**src/rtl/delay_tree_param.sv**
```systemverilog
// delay_tree_param: stallable shared delay chain with per-output programmable taps.
// A single MAX_DEPTH-stage register chain carries data plus a valid bit.
// Each of NUM_OUT outputs taps the chain through a combinational mux, so
// retargeting a tap exposes words that are already resident in the chain.
// Optional feature macro: DELAY_TREE_OCCUPANCY_EN enables the occupancy
// counter. When it is undefined, the occupancy port is tied to zero.
module delay_tree_param #(
    parameter int unsigned DATA_WIDTH = 16,
    parameter int unsigned MAX_DEPTH  = 8,
    parameter int unsigned NUM_OUT    = 4,
    localparam int unsigned SW        = $clog2(MAX_DEPTH),
    localparam int unsigned OW        = $clog2(MAX_DEPTH + 1)
) (
    input  logic                          clk,
    input  logic                          rst_n,
    input  logic                          en,
    input  logic                          clr,
    input  logic                          in_valid,
    input  logic [DATA_WIDTH-1:0]         in,
    input  logic [NUM_OUT*SW-1:0]         cfg_tap,
    output logic [NUM_OUT*DATA_WIDTH-1:0] out,
    output logic [NUM_OUT-1:0]            out_valid,
    output logic [OW-1:0]                 occupancy
);

    logic [DATA_WIDTH-1:0] d_q [MAX_DEPTH];
    logic [MAX_DEPTH-1:0]  v_q;

    // Data chain: shifts on every enabled cycle; data is never gated by valid
    always_ff @(posedge clk or negedge rst_n) begin
        if (!rst_n) begin
            for (int k = 0; k < int'(MAX_DEPTH); k++) begin
                d_q[k] <= '0;
            end
        end else if (en) begin
            d_q[0] <= in;
            for (int k = 1; k < int'(MAX_DEPTH); k++) begin
                d_q[k] <= d_q[k-1];
            end
        end
    end

    // Valid chain: flush wins over advance, and the incoming valid is dropped
    always_ff @(posedge clk or negedge rst_n) begin
        if (!rst_n) begin
            v_q <= '0;
        end else if (clr) begin
            v_q <= '0;
        end else if (en) begin
            v_q <= {v_q[MAX_DEPTH-2:0], in_valid};
        end
    end

`ifdef DELAY_TREE_OCCUPANCY_EN
    logic [OW-1:0] occ_q;

    // Occupancy: one in, one out per enabled cycle; bounded by the chain length
    always_ff @(posedge clk or negedge rst_n) begin
        if (!rst_n) begin
            occ_q <= '0;
        end else if (clr) begin
            occ_q <= '0;
        end else if (en) begin
            occ_q <= occ_q + OW'(in_valid) - OW'(v_q[MAX_DEPTH-1]);
        end
    end

    assign occupancy = occ_q;
`else
    assign occupancy = '0;
`endif

    // Per-output tap mux straight from the chain registers
    always_comb begin
        out       = '0;
        out_valid = '0;
        for (int i = 0; i < int'(NUM_OUT); i++) begin
            out[i*DATA_WIDTH +: DATA_WIDTH] = d_q[cfg_tap[i*SW +: SW]];
            out_valid[i]                    = v_q[cfg_tap[i*SW +: SW]];
        end
    end

endmodule

```
**config.mk**
```make
export PLATFORM = sky130hd
export DESIGN_NAME = delay_tree_param
export DESIGN_NICKNAME = d
export VERILOG_FILES = /design/src/rtl/delay_tree_param.sv
export SDC_FILE = /design/constraint.sdc
export NUM_CORES = 1
export LEC_CHECK = 0
export BUFFER_PORTS_ARGS = -buffer_cell sky130_fd_sc_hd__buf_4
export CAP_MARGIN = 20
export CORE_AREA = 2 2 149 151
export CTS_CLUSTER_DIAMETER = 200
export CTS_CLUSTER_SIZE = 28
export DETAILED_ROUTE_END_ITERATION = 10
export DIE_AREA = 0 0 151 153
export GPL_ROUTABILITY_DRIVEN = 0
export PLACE_DENSITY = 0.69
export RECOVER_POWER = 25
export SYNTH_ARGS = -nofsm -noshare
export SYNTH_HDL_FRONTEND = slang
export SYNTH_SLANG_ARGS = --single-unit
```
**constraint.sdc**
```tcl
create_clock -name clk -period 1.45 [get_ports clk]
set_input_delay 0.0725 -clock clk [delete_from_list [all_inputs] [get_ports clk]]
set_output_delay 0.0725 -clock clk [all_outputs]
set_load 0.005 [all_outputs]
```
==> flow_metrics.py <==
metrics = {
    "place": {
        "placed_cell_area_sq_um": 10800,
        "dp.cells": 906,
        "hpwl_um": 16060,
        "port_buffers": 100,
        "place_ws_ns": -0.04753,
    },
    "worst_setup_path": {
        "crit_type": "reg2out",
        "crit_chain": "mux4_2 -> mux2_4 -> buf_6",
        "arrival_ns": 1.77,
        "path_delay_family": "multiplexers",
        "crit_slowest_cell": "mux4_2",
        "crit_path_end_kind": "output port",
        "cp_max_fo": 6,
        "critical_path_buf_inv_count": 1,
        "start_kind": "flip-flop",
        "max_stage_delay_ns": 0.49,
        "crit_required_ns": 1.38,
    },
    "logic_synthesis": {
        "synth-async-reset-ratio_pct": 100.0,
        "synth_cells": 545,
        "synth.cell_area_sq_um": 9540,
        "ys_seq_area_share_pct": 35.67,
        "yosys.area.top_type": "dfrtp_1",
        "synth_flop_cell": "dfrtp_1",
        "synth.most_common_cell": "mux2_2",
        "synthDistinctLibCells": 12,
        "synth_area_leaders": "dfrtp_1 (36%), mux4_1 (28%), mux2_2 (23%)",
        "ys_seq_elements": 136,
        "synth_edf_count": 0,
        "yosys_warnings": 0,
        "synth_top_area_share_pct": 35.67,
        "syn_avg_cell_area_sq_um": 17.51,
        "synth_common_cells": "mux2_2 (196), dfrtp_1 (136), mux4_1 (100), mux4_2 (36), clkbuf_1 (17)",
    },
    "route": {
        "drc_errors": 0,
        "routed_wl_um": 24550,
        "dr.pass1.iters": 5,
        "drt_iter0_markers": 299,
        "vias_per_cell": 6.097,
        "vias": 6262,
        "ant_nets": 0,
        "routedWlPerCell_um": 23.90,
    },
    "floorplanning": {
        "die_h_um": 153,
        "die_w_um": 151,
        "initial_core_util_pct": 44.40,
        "dieArea_sq_um": 23100,
        "core-area_sq_um": 21490,
        "ios": 105,
        "num_rows": 54,
    },
    "sta": {
        "timing.hold.ws_ns": 0.1767,
        "fin_setup_tns_ns": -24.47,
        "setup_viol": 68,
        "grt_setup_unrepaired": "true",
        "worst_slew_pin_slew_ns": 0.7714,
        "max_freq_mhz": 542.5,
        "max_slew_margin_pct": 48.57,
        "min_period_ns": 1.843,
        "maxSlewViolCount": 0,
        "fin_skew_ns": 0.007614,
        "setup_ws_ns": -0.3934,
        "fin_crit_sh_pct": 127.1,
        "finalHoldViolations": 0,
    },
    "layout": {
        "areaGrowthSynthToFinish_pct": 28.26,
        "drive_gt1_share_pct": 82.60,
        "final_core_util_pct": 56.95,
        "design_area_sq_um": 12240,
        "nets": 767,
        "layout.cells.non_filler": 1027,
        "num_antenna_cells": 0,
    },
    "cts": {
        "clockBufferDepth": 2,
        "path_clk_slew_ns": 0.06,
        "worstSkewPairLatency_ns": 0.42,
        "cts_root_buf": "clkbuf_16",
        "clkSinkCount": 136,
        "cts_tree": "done",
        "numCtsBuffers": 17,
        "h-tree-depth": 4,
    },
    "grt": {
        "grt_pass1_vias": 6647,
        "grt_max_degree": 43,
        "track_usage_pct": 22.19,
        "antenna_found_initial": 0,
        "gr-total-overflow": 0,
        "grt_pass1_wl_um": 38630,
    },
    "pwr": {
        "powerDensity_nw_per_um2": 1407,
        "peakVddDrop_uv": 871.9,
        "p_leak_nw": 5.099,
        "report.power.total_mw": 17.22,
    },
    "outcome": {
        "violations": "setup timing",
        "status": "finished with violations",
    },
    "job": {
        "drv_cap": 0,
    },
    "worst_hold_path": {
        "hp-class": "in2reg",
    },
}
-- path summary, 6_finish.rpt --
path	startpoint	endpoint	slack [ns]	cells after the start
max	d_q[33]	out[33]	-0.39	3
max in group asynchronous	rst_n	d_q[123]	0.18	3
min	en	d_q[40]	0.18	2
min reg2reg	d_q[12]	d_q[12]	0.58	1
max reg2reg	v_q[0]	v_q[0]	0.16	3
min in group asynchronous	rst_n	d_q[16]	0.26	2
-- registers in the layout, summed over array words and instances, names as in the netlist --
signal,count
d_q,128
v_q,8
-- cell families after synthesis --
logic type | synth area share [%]
mux | 60.01
simple gates | 0.3148
buf+inv | 3.961
other cells | 0.03931
flops | 35.67
-- where the power goes --
part / internal, mW / leakage, nW / total [mW] / switching, mW
Combinational: 5.00 / 3.28 / 7.06 / 2.05
Clock: 2.24 / 0.248 / 3.97 / 1.73
Sequential: 4.82 / 1.57 / 6.19 / 1.36
Total: 12.1 / 5.10 / 17.2 / 5.15
-- per-layer routing --
metal / share of wire (%) / global-route usage, %
met1: 40 / 29.69
met3: 6.2 / 4.776
met4: 1.5 / 6.320
met5: 0 / 0
met2: 52 / 36.69
-- cell usage in the layout (no fill, tap or decap) --
master         Yosys  routed
mux4_1           100       3
mux2_4             0      68
mux2i_1            8       8
conb_1             1       4
clkbuf_16          0      17
buf_6             16      69
clkinvlp_4         0       6
clkinv_2           0       2
clkbuf_8           0       1
clkinv_4           0       2
dfrtp_1          136      87
inv_6              0       3
clkbuf_1          17       1
buf_12             0      17
mux4_2            36     133
nor2_1             8       8
dlygate4sd3_1      0      19
mux2_2           196     128
buf_4              4     120
dfrtp_2            0      49
clkbuf_2           0       2
-- area by class of cell --
type	instances	area [sq um]
repair buffers	227	2218
multi-input cells	352	5662
clock inverters	13	98.84
clock buffers	19	442.9
fillers	1749	9249
well taps	280	350.3
flip-flops and latches	136	3465
-- what timing repair did --
item | in CTS | in global routing
endpoints found under the hold margin | 160 | 0
setup buffers | 54 | 16
endpoints found under the setup margin | 68 | 68
gates resized for setup | 234 | 48
cloned | 0 | 0
hold buffers | 19 | 0
-- worst register-to-register path: cells and delay by family, from the launching register on --
family,cells,cell delay [ns]
buffers and inverters,1,0.54
DFF,1,0.44
muxes,1,0.14
and+or+nand+nor,1,0.06
Power figures use the tool's default switching activity.
